`config.mk`:
```
export PLATFORM = sky130hd
export DESIGN_NAME = timing_generator_mc
export DESIGN_NICKNAME = d
export VERILOG_FILES = /design/src/rtl/timing_gen_pkg.sv /design/src/rtl/timing_gen_channel.sv /design/src/rtl/timing_generator_mc.sv
export SDC_FILE = /design/constraint.sdc
export NUM_CORES = 1
export LEC_CHECK = 0
export ABC_AREA = 1
export ABC_CLOCK_PERIOD_IN_PS = 3800
export CAP_MARGIN = 20
export CORE_ASPECT_RATIO = 0.7
export CORE_MARGIN = 2
export CORE_UTILIZATION = 45
export CTS_CLUSTER_DIAMETER = 40
export DETAILED_ROUTE_END_ITERATION = 12
export SLEW_MARGIN = 20
export SYNTH_ARGS = -nofsm -noshare
export SYNTH_HDL_FRONTEND = slang
export SYNTH_HIERARCHICAL = 1
export SYNTH_SLANG_ARGS = --single-unit
```
`constraint.sdc`:
```
create_clock -name clk_gen -period 3.8 [get_ports clk_gen]
set_input_delay 0.95 -clock clk_gen [delete_from_list [all_inputs] [get_ports clk_gen]]
set_output_delay 0.95 -clock clk_gen [all_outputs]
set_load 0.1 [all_outputs]
```
`src/rtl/timing_gen_pkg.sv`:
```
// Shared types for the multi-channel timing generator: register select, register set, reset defaults.
// Field storage is TG_W_MAX bits wide, so PIX_W and LINE_W must not exceed it.
package timing_gen_pkg;

    localparam int TG_W_MAX = 16;

    typedef enum logic [1:0] {
        PIX_PERIOD = 2'd0,
        LINE_COUNT = 2'd1,
        LINE_PW    = 2'd2,
        FRAME_PW   = 2'd3
    } cfg_sel_e;

    typedef struct packed {
        logic [TG_W_MAX-1:0] pix_period;
        logic [TG_W_MAX-1:0] line_count;
        logic [TG_W_MAX-1:0] line_pw;
        logic [TG_W_MAX-1:0] frame_pw;
    } tg_regs_t;

    function automatic tg_regs_t tg_default_regs(input int pix_w, input int line_w);
        tg_regs_t r;
        r.pix_period = TG_W_MAX'((32'd1 << pix_w) - 32'd1);
        r.line_count = TG_W_MAX'((32'd1 << line_w) - 32'd1);
        r.line_pw    = TG_W_MAX'(1);
        r.frame_pw   = TG_W_MAX'(1);
        return r;
    endfunction

endpackage

```
`src/rtl/timing_gen_channel.sv`:
```
// One timing channel: shadow/active register sets, pixel/line counters and registered sync outputs.
// Counting starts one cycle after en rises (en_q), so outputs appear two edges after en is sampled.
module timing_gen_channel
    import timing_gen_pkg::*;
#(
    parameter int PIX_W  = 12,
    parameter int LINE_W = 12,
    parameter int DATA_W = 12
) (
    input  logic              clk_gen,
    input  logic              reset,
    input  logic              en,
    input  logic              wr_en,
    input  cfg_sel_e          wr_sel,
    input  logic [DATA_W-1:0] wr_data,
    input  logic              lock,
    output logic              last_pix,
    output logic              sync_line,
    output logic              sync_frame,
    output logic              frame_start
);

    localparam tg_regs_t REG_RST = tg_default_regs(PIX_W, LINE_W);

    tg_regs_t            shadow_q;
    tg_regs_t            active_q;
    logic [PIX_W-1:0]    pix_cnt;
    logic [LINE_W-1:0]   line_cnt;
    logic                en_q;

    logic [TG_W_MAX-1:0] pix_ext;
    logic [TG_W_MAX-1:0] line_ext;
    logic [TG_W_MAX-1:0] pix_last;
    logic [TG_W_MAX-1:0] line_last;
    logic [TG_W_MAX-1:0] wr_val;
    logic                running;
    logic                pix_wrap;
    logic                force_restart;
    logic                xfer;

    always_comb begin
        pix_ext   = TG_W_MAX'(pix_cnt);
        line_ext  = TG_W_MAX'(line_cnt);
        // A programmed period of 0 behaves as 1.
        pix_last  = (active_q.pix_period == '0) ? '0 : active_q.pix_period - TG_W_MAX'(1);
        line_last = (active_q.line_count == '0) ? '0 : active_q.line_count - TG_W_MAX'(1);

        running       = en && en_q;
        pix_wrap      = running && (pix_ext == pix_last);
        last_pix      = pix_wrap && (line_ext == line_last);
        force_restart = en && lock;
        xfer          = !en || last_pix || force_restart;

        // Line-axis fields are compared against pix_cnt, frame-axis fields against line_cnt.
        if (wr_sel == PIX_PERIOD || wr_sel == LINE_PW)
            wr_val = TG_W_MAX'(wr_data[PIX_W-1:0]);
        else
            wr_val = TG_W_MAX'(wr_data[LINE_W-1:0]);
    end

    always_ff @(posedge clk_gen) begin
        if (reset) begin
            shadow_q    <= REG_RST;
            active_q    <= REG_RST;
            pix_cnt     <= '0;
            line_cnt    <= '0;
            en_q        <= 1'b0;
            sync_line   <= 1'b0;
            sync_frame  <= 1'b0;
            frame_start <= 1'b0;
        end else begin
            en_q <= en;

            // Transfer samples the old shadow; a write on the same edge waits for the next boundary.
            if (xfer)
                active_q <= shadow_q;

            if (wr_en) begin
                case (wr_sel)
                    PIX_PERIOD: shadow_q.pix_period <= wr_val;
                    LINE_COUNT: shadow_q.line_count <= wr_val;
                    LINE_PW:    shadow_q.line_pw    <= wr_val;
                    FRAME_PW:   shadow_q.frame_pw   <= wr_val;
                    default:    ;
                endcase
            end

            sync_line   <= running && (pix_ext < active_q.line_pw);
            sync_frame  <= running && (line_ext < active_q.frame_pw);
            frame_start <= running && (pix_cnt == '0) && (line_cnt == '0);

            if (!running || last_pix || force_restart) begin
                pix_cnt  <= '0;
                line_cnt <= '0;
            end else if (pix_wrap) begin
                pix_cnt  <= '0;
                line_cnt <= line_cnt + LINE_W'(1);
            end else begin
                pix_cnt  <= pix_cnt + PIX_W'(1);
            end
        end
    end

endmodule

```
`src/rtl/timing_generator_mc.sv`:
```
// Multi-channel line/frame sync generator: config decode, ready muxing and optional frame lock.
// Define TG_FRAME_LOCK_EN to slave every enabled channel's frame start to channel 0.
module timing_generator_mc
    import timing_gen_pkg::*;
#(
    parameter  int N_CH   = 2,
    parameter  int PIX_W  = 12,
    parameter  int LINE_W = 12,
    localparam int DATA_W = (PIX_W > LINE_W) ? PIX_W : LINE_W,
    localparam int CH_W   = (N_CH > 1) ? $clog2(N_CH) : 1
) (
    input  logic              clk_gen,
    input  logic              reset,
    input  logic [N_CH-1:0]   en,
    input  logic              cfg_valid,
    output logic              cfg_ready,
    input  logic [CH_W-1:0]   cfg_ch,
    input  logic [1:0]        cfg_sel,
    input  logic [DATA_W-1:0] cfg_data,
    output logic [N_CH-1:0]   sync_line,
    output logic [N_CH-1:0]   sync_frame,
    output logic [N_CH-1:0]   frame_start
);

`ifdef TG_FRAME_LOCK_EN
    localparam bit LOCK_EN = 1'b1;
`else
    localparam bit LOCK_EN = 1'b0;
`endif

    logic [N_CH-1:0] last_pix;
    logic [N_CH-1:0] wr_en;
    logic [N_CH-1:0] lock;
    logic            en0_q;

    always_ff @(posedge clk_gen) begin
        if (reset)
            en0_q <= 1'b0;
        else
            en0_q <= en[0];
    end

    // Out-of-range cfg_ch never matches, so such writes are accepted and dropped.
    always_comb begin
        cfg_ready = 1'b1;
        for (int i = 0; i < N_CH; i++)
            if (cfg_ch == CH_W'(i) && last_pix[i])
                cfg_ready = 1'b0;
    end

    always_comb begin
        wr_en = '0;
        for (int i = 0; i < N_CH; i++)
            wr_en[i] = cfg_valid && cfg_ready && (cfg_ch == CH_W'(i));
    end

    // Fire on the edge where channel 0 enters pixel 0/line 0, so followers start on the same cycle.
    always_comb begin
        lock = '0;
        for (int i = 1; i < N_CH; i++)
            lock[i] = LOCK_EN && en[0] && (!en0_q || last_pix[0]);
    end

    for (genvar i = 0; i < N_CH; i++) begin : g_ch
        timing_gen_channel #(
            .PIX_W  (PIX_W),
            .LINE_W (LINE_W),
            .DATA_W (DATA_W)
        ) u_ch (
            .clk_gen     (clk_gen),
            .reset       (reset),
            .en          (en[i]),
            .wr_en       (wr_en[i]),
            .wr_sel      (cfg_sel_e'(cfg_sel)),
            .wr_data     (cfg_data),
            .lock        (lock[i]),
            .last_pix    (last_pix[i]),
            .sync_line   (sync_line[i]),
            .sync_frame  (sync_frame[i]),
            .frame_start (frame_start[i])
        );
    end

endmodule

```
==> flow_summary.json <==
{
  "die_y_um": 151,
  "clk_latency_ns": 0.51,
  "clkPwrFrac_pct": 50.9,
  "cts_buffers": 34,
  "dr.pass1.iters": 5,
  "placed_cell_area_um2": 14400,
  "grt_pass1_vias": 12100,
  "start_util_pct": 46.0,
  "num_io_pins": 27,
  "cts_tree": "built",
  "grt_pass1_wl_um": 61300,
  "cp-start-kind": "register",
  "crit_fanout": 6,
  "std_cell_rows": 53,
  "clock-sinks": 248,
  "hold_violations": 0,
  "antenna_found_initial": 0,
  "slew_viol_final": 0,
  "netlist_instances": 2044,
  "ir_drop_v": 0.000307,
  "status": "complete, but fails checks",
  "final_area_um2": 16500,
  "vias": 13300,
  "intPower_uw": 5110,
  "seqPwrFrac_pct": 40.7,
  "synth_warnings": 6,
  "cts_buffer_depth": 3,
  "coreArea_um2": 30200,
  "synth_fa_ha_area_share_pct": 5.40,
  "syn_avg_cell_area_um2": 6.80,
  "violations": "negative setup slack",
  "io_buffer_count": 26,
  "die-width_um": 214,
  "finClkSkew_ns": 0.0196,
  "synth_cell_types": 35,
  "synth_xor_area_share_pct": 2.02,
  "final_core_util_pct": 54.5,
  "tightestPinTransition_ns": 0.982,
  "hp-class": "reg2reg",
  "required_ns": 2.85,
  "synth_seq_area_share_pct": 35.7,
  "synth.largest_area_cell": "dfxtp_1",
  "syn_to_final_growth_pct": 18.5,
  "leakage_uw": 0.00764,
  "finalSetupViolCount": 1,
  "wl_um": 38700,
  "synth_compound_area_share_pct": 6.33,
  "relSlewSlack_pct": 34.3,
  "synthMuxAreaShare_pct": 0,
  "synth_top_family_by_area": "simple AND/OR/NAND/NOR gates",
  "cp_cell_sequence": "inv_2, buf_4, ha_4, nand2_4, o21ai_0, nand3_1, nand2_1, nand2_1, nor3_2, nand4_1, nor2_2, clkinv_1, nand2_2, nand2_4, buf_12",
  "clk_transition_reported_paths_ns": 0.06,
  "slowest_stage": "dfxtp_2",
  "first_iter_violations": 1025,
  "p_total_uw": 6780,
  "ant_nets": 0,
  "drive_above_1_share_pct": 13.4,
  "viasPerCell": 5.29,
  "grt_start_max_net_pins": 59,
  "clock-root-buffer": "clkbuf_16",
  "ys_seq_elements": 248,
  "grt_overflow": 0,
  "grtUsageTotal_pct": 23.1,
  "fin_nets": 2168,
  "synth_simple_gate_area_share_pct": 41.2,
  "drc": 0,
  "crit_type": "reg2out",
  "arrival_ns": 2.89,
  "syn_area_um2": 13900,
  "critical_path_buf_inv_count": 4,
  "grt_setup_unrepaired": "yes",
  "r2r_slack_ns": 0.10,
  "antennaDiodeCount": 0,
  "hpwl_um": 26900,
  "synth_top_area_share_pct": 35.7,
  "combPwrFrac_pct": 8.4,
  "post_drt_wl_per_cell_um": 15.3,
  "place_congestion": 0.931,
  "drv_cap": 0,
  "setup_slack_ns": -0.0390,
  "fmax_mhz": 260,
  "switching_share_pct": 24.6,
  "htreeDepth": 2,
  "pre_cts_ws_ns": 0.00390,
  "cp-end-kind": "output pin",
  "period_share_pct": 101,
  "dieArea_um2": 32400,
  "power_density_nw_per_um2": 411,
  "synth_area_leaders": "dfxtp_1, nand2_1, nand3_1, nor2_1, inv_1",
  "fin_hold_ws_ns": 0.457,
  "critPathTopFamily": "simple AND/OR/NAND/NOR gates",
  "period_needed_ns": 3.84,
  "slowest_delay_ns": 0.32,
  "switchingPower_uw": 1670
}
[repair_timing]
| item | CTS | global route |
|---|---|---|
| cloned | 3 | 6 |
| pin swaps | 24 | 5 |
| resized for setup | 53 | 44 |
| setup endpoints to repair | 1 | 86 |
| setup buffers | 26 | 6 |
| hold buffers | 0 | 0 |
[layer usage]
layer  up-vias  GRT usage [%]  part of all wire [%]
li1       6754              -                     -
met1      6222           34.6                    50
met2       331           35.4                    42
met3        42           3.35                   6.6
met4         0           4.24                   1.2
met5         -              0                     0
[stage by stage]
| stage | TNS [ns] | instances |
|---|---|---|
| 6_report | -0.0390 | 2525 |
| 3_3_place_gp | 0 | 2423 |
| 3_5_place_dp | 0 | 2423 |
| 2_1_floorplan | 0 | 2045 |
| 5_1_grt | -0.742 | 2525 |
| 4_1_cts | 0 | 2513 |
[power groups by stage]
stage,logic (uW),clock network (uW),registers (uW)
after CTS,553,3520,2750
after floorplan,372,0,2800
after global placement,524,0,2810
after global routing,640,3640,2770
final,569,3450,2760
after detailed placement,532,0,2810
[state kept, by name (all words and copies together), names as in the netlist]
| signal | count |
|---|---|
| g_ch.u_ch/line_cnt | 24 |
| g_ch.u_ch/sync_line | 2 |
| g_ch.u_ch/active_q | 96 |
| g_ch.u_ch/sync_frame | 2 |
| g_ch.u_ch/frame_start | 2 |
| g_ch.u_ch/shadow_q | 96 |
| g_ch.u_ch/pix_cnt | 24 |
| g_ch.u_ch/en_q | 2 |
[worst paths after layout]
kind	end	cells after the start	start
max	cfg_ready	15	g_ch[0].u_ch/active_q[32]$_SDFFE_PP1P_
min	g_ch[0].u_ch/shadow_q[34]$_SDFFE_PP1P_	2	g_ch[0].u_ch/shadow_q[34]$_SDFFE_PP1P_
max reg2reg	g_ch[0].u_ch/active_q[24]$_SDFFE_PP0P_	29	g_ch[0].u_ch/active_q[35]$_SDFFE_PP1P_
min reg2reg	g_ch[0].u_ch/shadow_q[34]$_SDFFE_PP1P_	2	g_ch[0].u_ch/shadow_q[34]$_SDFFE_PP1P_
[cell families (layout without fill, tap and decap cells)]
kind of cell             Yosys count  after routing
buffers and inverters            296            363
XOR/XNOR                          32             32
other                              1              2
AO/OA/AOI/OAI                    164            164
AND/OR/NAND/NOR                 1243           1244
flip-flops                       248            248
adder cells (fa/ha/maj)           60             60
[cell usage after synthesis]
cell type	count
xnor2_1	2
a31oi_1	2
nand2_1	500
inv_2	4
nand2_2	9
nor3_1	26
and2_1	6
buf_4	8
nand2_4	2
dfxtp_1	248
o211ai_1	4
nand4_1	58
o21ai_1	2
clkinv_1	5
nor2_1	273
nand3_2	52
ha_1	60
a21oi_1	78
buf_1	2
o21ai_0	60
nand2_8	2
xor2_1	30
buf_2	12
inv_1	201
nand3b_1	10
nor4_1	8
buf_6	18
nor2_8	2
o41ai_1	2
o21bai_1	6
clkbuf_1	46
nand3_1	276
a211oi_1	10
nor2_2	19
conb_1	1
[cell usage in the layout (no fill, tap or decap), drive strengths merged]
cell / netlist / routed
bufinv: 0 / 5
clkdlybuf4s50: 0 / 24
a211oi: 10 / 10
dfxtp: 248 / 248
nand3b: 10 / 10
nand4: 58 / 58
nor2: 294 / 294
clkbuf: 46 / 45
o21bai: 6 / 6
o21ai: 62 / 62
inv: 205 / 214
xnor2: 2 / 2
o211ai: 4 / 4
a31oi: 2 / 2
ha: 60 / 60
nor3: 26 / 26
o41ai: 2 / 2
clkinv: 5 / 7
conb: 1 / 2
nor4: 8 / 8
buf: 40 / 66
clkinvlp: 0 / 2
and2: 6 / 6
a21oi: 78 / 78
xor2: 30 / 30
nand2: 513 / 514
nand3: 328 / 328
[worst min-delay path, stage by stage (launching register included)]
cell and delay [ns]:
dfxtp_1 0.33, nand2_1 0.05, nand3_1 0.05
[area by class of cell]
class,instances,area (um^2)
Tap cell,412,515
Fill cell,3029,13800
Multi-Input combinational cell,1502,7980
Timing Repair Buffer,92,982
Sequential cell,248,4980
Clock inverter,18,259
Inverter,210,788
Clock buffer,43,988
No activity file was read; power rests on OpenSTA's default activity.
